--- config.mk ---
export PLATFORM = sky130hd
export DESIGN_NAME = control_sequencer_flat
export DESIGN_NICKNAME = d
export VERILOG_FILES = /design/src/rtl/control_sequencer_if.sv /design/src/rtl/control_sequencer.sv /design/src/flat_wrapper.sv
export SDC_FILE = /design/constraint.sdc
export NUM_CORES = 1
export LEC_CHECK = 0
export CAP_MARGIN = 0
export CORE_MARGIN = 2
export CORE_UTILIZATION = 39
export CTS_CLUSTER_DIAMETER = 200
export DETAILED_ROUTE_END_ITERATION = 12
export GPL_TIMING_DRIVEN = 1
export HOLD_SLACK_MARGIN = 0.1
export PLACE_DENSITY = 0.79
export RECOVER_POWER = 25
export SYNTH_ARGS = -nofsm -noshare
export SYNTH_HDL_FRONTEND = slang
export SYNTH_SLANG_ARGS = --single-unit
--- constraint.sdc ---
create_clock -name mclk -period 2.2 [get_ports mclk]
set_input_delay 0.33 -clock mclk [delete_from_list [all_inputs] [get_ports mclk]]
set_output_delay 0.33 -clock mclk [all_outputs]
set_load 0.05 [all_outputs]
--- src/rtl/control_sequencer_if.sv ---
// Instruction/flag inputs and control-word outputs of the microcode sequencer.
// The master side feeds IR and flags; the slave side is the sequencer itself.
interface control_sequencer_if #(
  parameter int IR_WIDTH = 8
);
  logic [IR_WIDTH-1:0] i_ir;
  logic                i_flag_c;
  logic                i_flag_z;
  logic [15:0]         o_ctrl;
  logic [2:0]          o_step;
  logic                o_halted;

  modport master (
    output i_ir, i_flag_c, i_flag_z,
    input  o_ctrl, o_step, o_halted
  );

  modport slave (
    input  i_ir, i_flag_c, i_flag_z,
    output o_ctrl, o_step, o_halted
  );
endinterface

--- src/rtl/control_sequencer.sv ---
// Microcoded control sequencer: fetch in T0/T1, per-opcode execute in T2..T4,
// with a terminal HALT state left only through reset.
module control_sequencer #(
  parameter int IR_WIDTH = 8
) (
  input  logic                mclk,
  input  logic                i_rst_n,
  input  logic                mclk_en,
  control_sequencer_if.slave  bus
);

  localparam logic [15:0] C_HLT = 16'h0001;
  localparam logic [15:0] C_MI  = 16'h0002;
  localparam logic [15:0] C_RI  = 16'h0004;
  localparam logic [15:0] C_RO  = 16'h0008;
  localparam logic [15:0] C_IO  = 16'h0010;
  localparam logic [15:0] C_II  = 16'h0020;
  localparam logic [15:0] C_AI  = 16'h0040;
  localparam logic [15:0] C_AO  = 16'h0080;
  localparam logic [15:0] C_EO  = 16'h0100;
  localparam logic [15:0] C_SU  = 16'h0200;
  localparam logic [15:0] C_BI  = 16'h0400;
  localparam logic [15:0] C_OI  = 16'h0800;
  localparam logic [15:0] C_CE  = 16'h1000;
  localparam logic [15:0] C_CO  = 16'h2000;
  localparam logic [15:0] C_J   = 16'h4000;
  localparam logic [15:0] C_FI  = 16'h8000;

  localparam logic [3:0] OP_LDA = 4'b0000;
  localparam logic [3:0] OP_ADD = 4'b0001;
  localparam logic [3:0] OP_SUB = 4'b0010;
  localparam logic [3:0] OP_STA = 4'b0100;
  localparam logic [3:0] OP_LDI = 4'b0101;
  localparam logic [3:0] OP_JMP = 4'b0110;
  localparam logic [3:0] OP_JC  = 4'b0111;
  localparam logic [3:0] OP_JZ  = 4'b1000;
  localparam logic [3:0] OP_OUT = 4'b1110;
  localparam logic [3:0] OP_HLT = 4'b1111;

  typedef enum logic {RUN, HALT} state_t;

  state_t      state, state_nxt;
  logic [2:0]  step, step_nxt;
  logic [3:0]  opcode;
  logic [15:0] ctrl;

  assign opcode = bus.i_ir[IR_WIDTH-1 -: 4];

  // Final microstep of each opcode; anything not listed finishes at T2.
  function automatic logic [2:0] last_step(input logic [3:0] op);
    case (op)
      OP_LDA, OP_STA: last_step = 3'd3;
      OP_ADD, OP_SUB: last_step = 3'd4;
      default:        last_step = 3'd2;
    endcase
  endfunction

  always_ff @(posedge mclk or negedge i_rst_n) begin
    if (!i_rst_n) begin
      state <= RUN;
      step  <= 3'd0;
    end else if (mclk_en) begin
      state <= state_nxt;
      step  <= step_nxt;
    end
  end

  // HALT freezes step at 2; out-of-range step codes fall back to T0.
  always_comb begin
    state_nxt = state;
    step_nxt  = step;
    if (state == RUN) begin
      if (step > 3'd4)
        step_nxt = 3'd0;
      else if (step == 3'd2 && opcode == OP_HLT)
        state_nxt = HALT;
      else if (step >= last_step(opcode))
        step_nxt = 3'd0;
      else
        step_nxt = 3'(step + 3'd1);
    end
  end

  // Decoded straight from registered step so loads coincide with the step edge.
  always_comb begin
    ctrl = 16'h0000;
    if (state == HALT) begin
      ctrl = C_HLT;
    end else begin
      case (step)
        3'd0: ctrl = C_CO | C_MI;
        3'd1: ctrl = C_RO | C_II | C_CE;
        3'd2: begin
          case (opcode)
            OP_LDA, OP_ADD, OP_SUB, OP_STA: ctrl = C_IO | C_MI;
            OP_LDI: ctrl = C_IO | C_AI;
            OP_JMP: ctrl = C_IO | C_J;
            OP_JC:  ctrl = bus.i_flag_c ? (C_IO | C_J) : 16'h0000;
            OP_JZ:  ctrl = bus.i_flag_z ? (C_IO | C_J) : 16'h0000;
            OP_OUT: ctrl = C_AO | C_OI;
            OP_HLT: ctrl = C_HLT;
            default: ctrl = 16'h0000;
          endcase
        end
        3'd3: begin
          case (opcode)
            OP_LDA:         ctrl = C_RO | C_AI;
            OP_ADD, OP_SUB: ctrl = C_RO | C_BI;
            OP_STA:         ctrl = C_AO | C_RI;
            default:        ctrl = 16'h0000;
          endcase
        end
        3'd4: begin
          case (opcode)
            OP_ADD:  ctrl = C_EO | C_AI | C_FI;
            OP_SUB:  ctrl = C_EO | C_AI | C_SU | C_FI;
            default: ctrl = 16'h0000;
          endcase
        end
        default: ctrl = 16'h0000;
      endcase
    end
  end

  assign bus.o_ctrl   = ctrl;
  assign bus.o_step   = step;
  assign bus.o_halted = (state == HALT);

endmodule

--- src/flat_wrapper.sv ---
// flat-port wrapper written by rule: the top's interface ports become plain ports
module control_sequencer_flat 
#(
  parameter int IR_WIDTH = 8
)
  (mclk, i_rst_n, mclk_en, bus_i_ir, bus_i_flag_c, bus_i_flag_z, bus_o_ctrl, bus_o_step, bus_o_halted);
  control_sequencer_if #(.IR_WIDTH(IR_WIDTH)) bus_i ();
  input  logic mclk;
  input  logic i_rst_n;
  input  logic mclk_en;
  input wire logic [$bits(bus_i.i_ir)-1:0] bus_i_ir;
  input wire logic [$bits(bus_i.i_flag_c)-1:0] bus_i_flag_c;
  input wire logic [$bits(bus_i.i_flag_z)-1:0] bus_i_flag_z;
  output wire logic [$bits(bus_i.o_ctrl)-1:0] bus_o_ctrl;
  output wire logic [$bits(bus_i.o_step)-1:0] bus_o_step;
  output wire logic [$bits(bus_i.o_halted)-1:0] bus_o_halted;
  assign bus_i.i_ir = bus_i_ir;
  assign bus_i.i_flag_c = bus_i_flag_c;
  assign bus_i.i_flag_z = bus_i_flag_z;
  assign bus_o_ctrl = bus_i.o_ctrl;
  assign bus_o_step = bus_i.o_step;
  assign bus_o_halted = bus_i.o_halted;
  control_sequencer #(.IR_WIDTH(IR_WIDTH)) u_core (.mclk(mclk), .i_rst_n(i_rst_n), .mclk_en(mclk_en), .bus(bus_i));
endmodule
After elaboration in Yosys (flattened, before gate mapping)

Cells that the tools add are included.

Reduce and logical (&&, ||, !) cells: 7
$lt $le $gt $ge: 2
Bitwise operators: 1
Equality and inequality tests: 14
Mux-type cells: 17
Add/sub/neg operators: 1

Operator list:

| cell                                          | count |
|---|---|
| one-hot mux 16 bit (7 select lines)           | 1 |
| one-hot mux 16 bit (5 select lines)           | 1 |
| one-hot mux 11 bit (3 select lines)           | 1 |
| one-hot mux 16 bit (2 select lines)           | 1 |
| two-way mux 15 bit                            | 2 |
| two-way mux 3 bit                             | 6 |
| == test 4 x 3 -> 1 bit, second input constant | 4 |
| two-way mux 16 bit                            | 1 |
| == test 4 bit, second input constant          | 3 |
| == test 3 x 2 -> 1 bit, second input constant | 2 |
| one-hot mux 3 bit (2 select lines)            | 1 |
| == test 4 x 1 -> 1 bit, second input constant | 1 |
| == test 4 x 2 -> 1 bit, second input constant | 1 |
| logical NOT 4 bit                             | 1 |
| OR reduction 2 bit                            | 2 |
| OR reduction 4 bit                            | 1 |
| adder 3 x 1 -> 3 bit, second input constant   | 1 |
| == test 3 x 1 -> 1 bit, second input constant | 1 |
| == test 3 bit, second input constant          | 1 |
| greater-or-equal comparator 3 bit             | 1 |
| > comparator 3 bit, second input constant     | 1 |
| logical NOT 3 bit                             | 1 |
| two-way mux 1 bit                             | 3 |
| AND reduction 3 bit                           | 1 |
| 3 further kinds                               | 3 |

Register bits: 4
Logic and storage cells: 44
Output and inout port bits: 20
Input port bits: 13

Logic depth before layout (Yosys ltp)

Depth after elaboration: 10
Depth in mapped cells: 8
Depth with buffers taken out: 7

Worst setup path before layout

Ideal clock, no wire load.

Path kind: flip-flop to output port
Start: reg u_core.state (netlist: u_core.bus.o_halted)
End: out bus_o_ctrl[9]
Setup slack: -813 ps
Buffers on the path: 1
Cell stages (with the launch flop): 4
Data required time: 1870 ps
Data arrival time: 2683 ps
Cells stage by stage: dfrtp_1 clkbuf_1 or3b_1 nor4_1

Cells in the longest elaborated chain, start to end: 1

Ends and longest elaborated chain:

| element                | RTL line                | source |
|---|---|---|
| start, declared        | control_sequencer.sv:42 | `state_t state, state_nxt;` |
| start signal, assigned | control_sequencer.sv:63 | `state <= state_nxt;` |
| two-way mux 16 bit     | control_sequencer.sv:87 | `if (state == HALT) begin` |
| end, declared          | flat_wrapper.sv:14      | `output wire logic [$bits(bus_i.o_ctrl)-1:0] bus_o_ctrl;` |

No other way between the ends.

Worst setup path in the final report

Start: in bus_i_ir[6]
End: out bus_o_ctrl[14]

Cells in the longest elaborated chain, start to end: 5
Elaborated cells between the ends (all ways): 14
Those cells by class: eq/ne: 9; mux: 3; reduce/logical: 2

Ends and longest elaborated chain:

| element                                        | RTL line                | source |
|---|---|---|
| start, declared                                | flat_wrapper.sv:11      | `input wire logic [$bits(bus_i.i_ir)-1:0] bus_i_ir;` |
| == test 4 x 3 -> 1 bit (tied with other cells) | control_sequencer.sv:94 | `case (opcode)` |
| OR reduction 4 bit                             | control_sequencer.sv:94 |  |
| one-hot mux 16 bit (7 select lines) *          | control_sequencer.sv:94 |  |
| one-hot mux 16 bit (5 select lines) *          | control_sequencer.sv:90 | `case (step)` |
| two-way mux 16 bit *                           | control_sequencer.sv:87 |  |

Every way passes the cells marked *; elsewhere a longest branch is shown, timed or not.

==> results by group <==
Setup path
  • Crit-path cells: dlygate4sd2_1, or3b_1, or3_1, a211oi_2, buf_12
  • Setup CP Type: input port to primary output
  • Startpoint Class: input port
  • Worst path max stage delay: 0.39 ns
  • Buf/Inv on CP: 2
  • Worst setup startpoint: bus_i_ir[6]
  • FF-to-FF Start: u_core.bus.o_step[0]
  • CP arrival: 1.82 ns
  • CP top delay family: simple AND/OR/NAND/NOR gates
  • Slowest-stage cell, CP: or3b_1
  • Nature of the critical path endpoint: primary output
  • Required @ worst endpoint: 1.87 ns
  • CP max FO: 2

Synthesis
  • Syn nets: 107
  • Top-area cell type share of the netlist area: 15.4%
  • Top_reg_cell synth: dfrtp_1
  • Yosys cell types: 33
  • Yosys top cell by area: dfrtp_1
  • Area contributors post-synth: dfrtp_1, ha_1, nor2_1
  • Seq/Total Area, Yosys: 15.4%
  • Cells after Synth: 86
  • Cell Area, Synth: 651 µm²
  • Number of enable flip-flop cells after synthesis: 0
  • Synth warn: 0
  • Fraction of registers with async set/reset: 100%
  • Yosys reg bits: 4
  • Synth Area per Inst: 7.57 µm²

Run status
  • Status: finished, final reports clean

Timing
  • Final min period: 2.15 ns
  • Slew Limit Fails: 0
  • Setup Viol. Count Final: 0
  • Max Clock Skew: 0.00217 ns
  • Max_slew headroom: 60.2%
  • Post-route setup TNS: 0 ns
  • Fin. Hold Viols: 0
  • Final setup margin: 0.0537 ns
  • RSZ-0062 raised after global routing: no
  • Tcrit/Tclk final: 97.6%
  • Worst hold slack: 0.363 ns
  • Worst-Margin Slew: 0.600 ns
  • Peak Freq: 466 MHz

Global route
  • Vias in the first global route: 757
  • Global-route usage over all layers: 22.1%
  • Largest net degree at the start of global routing: 14
  • GRT met1 Usage: 27.9%
  • First-pass GRT wire length: 3350 µm
  • Initial antenna violation count: 0
  • Layer with the highest usage: met2
  • Met2 usage: 39.1%
  • Gr ovfl total: 0
  • GR Util met3: 5.60%

Floorplan
  • Num rows: 14
  • Initial Util: 42.2%
  • Num ports: 33
  • DIE AREA: 0.00201 mm²
  • Core area: 0.00154 mm²
  • Horiz. Die Dim: 44.8 µm
  • Die height: 44.8 µm

Placed design
  • Placed Cells: 136
  • Worst slack at placement: -0.101 ns
  • Number of port buffers: 28
  • Dpl cell area: 0.00120 mm²
  • Routability cong.: 0.742
  • DP HPWL: 1570 µm

Routing
  • Vias per cell: 5.56
  • Routed len/inst: 15.0 µm
  • DRC Markers: 0
  • Via count: 801
  • DRT antenna net count: 0
  • WL final: 2170 µm
  • TritonRoute pass-1 iters: 4
  • DRT iter0 DRCs: 33

Flow run
  • Number of max-cap violations: 0

Power
  • Leak: 0.563 nW
  • Total power: 1.40 mW
  • Cell Pwr Density: 1100 mW/mm²
  • Max VDD drop: 1.23 mV

Clock network
  • Clk slew on worst S/H paths: 0.05 ns
  • CTS Sinks: 4
  • CTS Buffer Depth: 2
  • CTS Buf Count: 3
  • Clock root buffer: clkbuf_4
  • CTS tree: done
  • Post-CTS Hold Buffers: 0
  • H-tree levels: 1
  • Clock latency on the worst-skew pair: 0.24 ns

Cells and area
  • P&R area growth vs syn: 94.2%
  • Most frequent cells in the layout: buf_4, buf_12, inv_1, ha_1
  • Share of cells above drive strength 1: 42.2%
  • Nets: 150
  • Most common cell after layout, fill and taps aside: buf_4
  • Final Non-Filler Cells: 144
  • Final Core Density: 82.0%
  • # diodes: 0
  • Finished Cell Area: 0.00126 mm²

Worst hold path
  • Hold WC Path Type: input port to asynchronous set/reset pin
routing by layer:
layer / wire [µm] / part of all wire (%)
met1: 899 / 41
met2: 1140 / 53
met3: 108 / 5.0
met4: 18 / 0.83
met5: 0 / 0
where the power goes:
group | leakage, nW | switching (mW) | internal, mW
Combinational | 0.500 | 0.678 | 0.454
Sequential | 0.0476 | 0.0498 | 0.106
Clock | 0.0150 | 0.0394 | 0.0687
Total | 0.563 | 0.767 | 0.629
synth_stat cells (2+ instances only):
library cell	n
nor3_1	2
or3b_1	2
ha_1	8
clkbuf_1	2
nand2_1	6
o211ai_1	2
o21bai_1	2
buf_4	2
a21o_1	4
nor2_1	9
nor3b_1	3
a211oi_1	2
and4b_1	2
nand2b_1	2
mux2i_1	2
o2111ai_1	3
buf_2	4
dfrtp_1	4
inv_1	8
o21ai_0	3
a21oi_1	2
kinds of logic (layout without fill, tap and decap cells):
group / count (synthesis) / count (layout) / share of synthesized area [%]
AND/OR/NAND/NOR: 33 / 33 / 28.5
flip-flops: 4 / 4 / 15.4
buffers and inverters: 16 / 58 / 11.2
AO/OA/AOI/OAI: 22 / 22 / 25.2
XOR/XNOR: 1 / 1 / 1.35
multiplexers: 2 / 2 / 3.08
adder cells (fa/ha/maj): 8 / 8 / 15.4
layout make-up:
class / count / area [µm²]
fill: 90 / 278
clock buffer: 4 / 26.3
timing repair buffer: 46 / 541
multi-input combinational: 66 / 543
tap: 16 / 20.0
sequential: 4 / 104
inverter: 8 / 30.0
flip-flops by register name (all words and copies together), names as in the netlist:
signal               cells
u_core.bus.o_step        3
u_core.bus.o_halted      1
worst paths after layout:
| check | depth (start not counted) | to | slack [ns] |
|---|---|---|---|
| max in group asynchronous | 1 | u_core.bus.o_step[0] | 1.64 |
| hold / removal | 1 | u_core.bus.o_halted | 0.36 |
| setup / recovery | 5 | bus_o_ctrl[14] | 0.05 |
| min in group mclk | 2 | u_core.bus.o_step[2] | 0.55 |
| hold reg to reg | 2 | u_core.bus.o_step[2] | 0.55 |
| setup reg to reg | 5 | u_core.bus.o_step[0] | 0.45 |
what timing repair did:
action / CTS / global route
setup endpoints to repair: 5 / 10
buffers inserted: 1 / 3
resized for setup: 4 / 6
pin swaps: 3 / 1
gates cloned: 0 / 0
No activity file was read; power rests on OpenSTA's default activity.
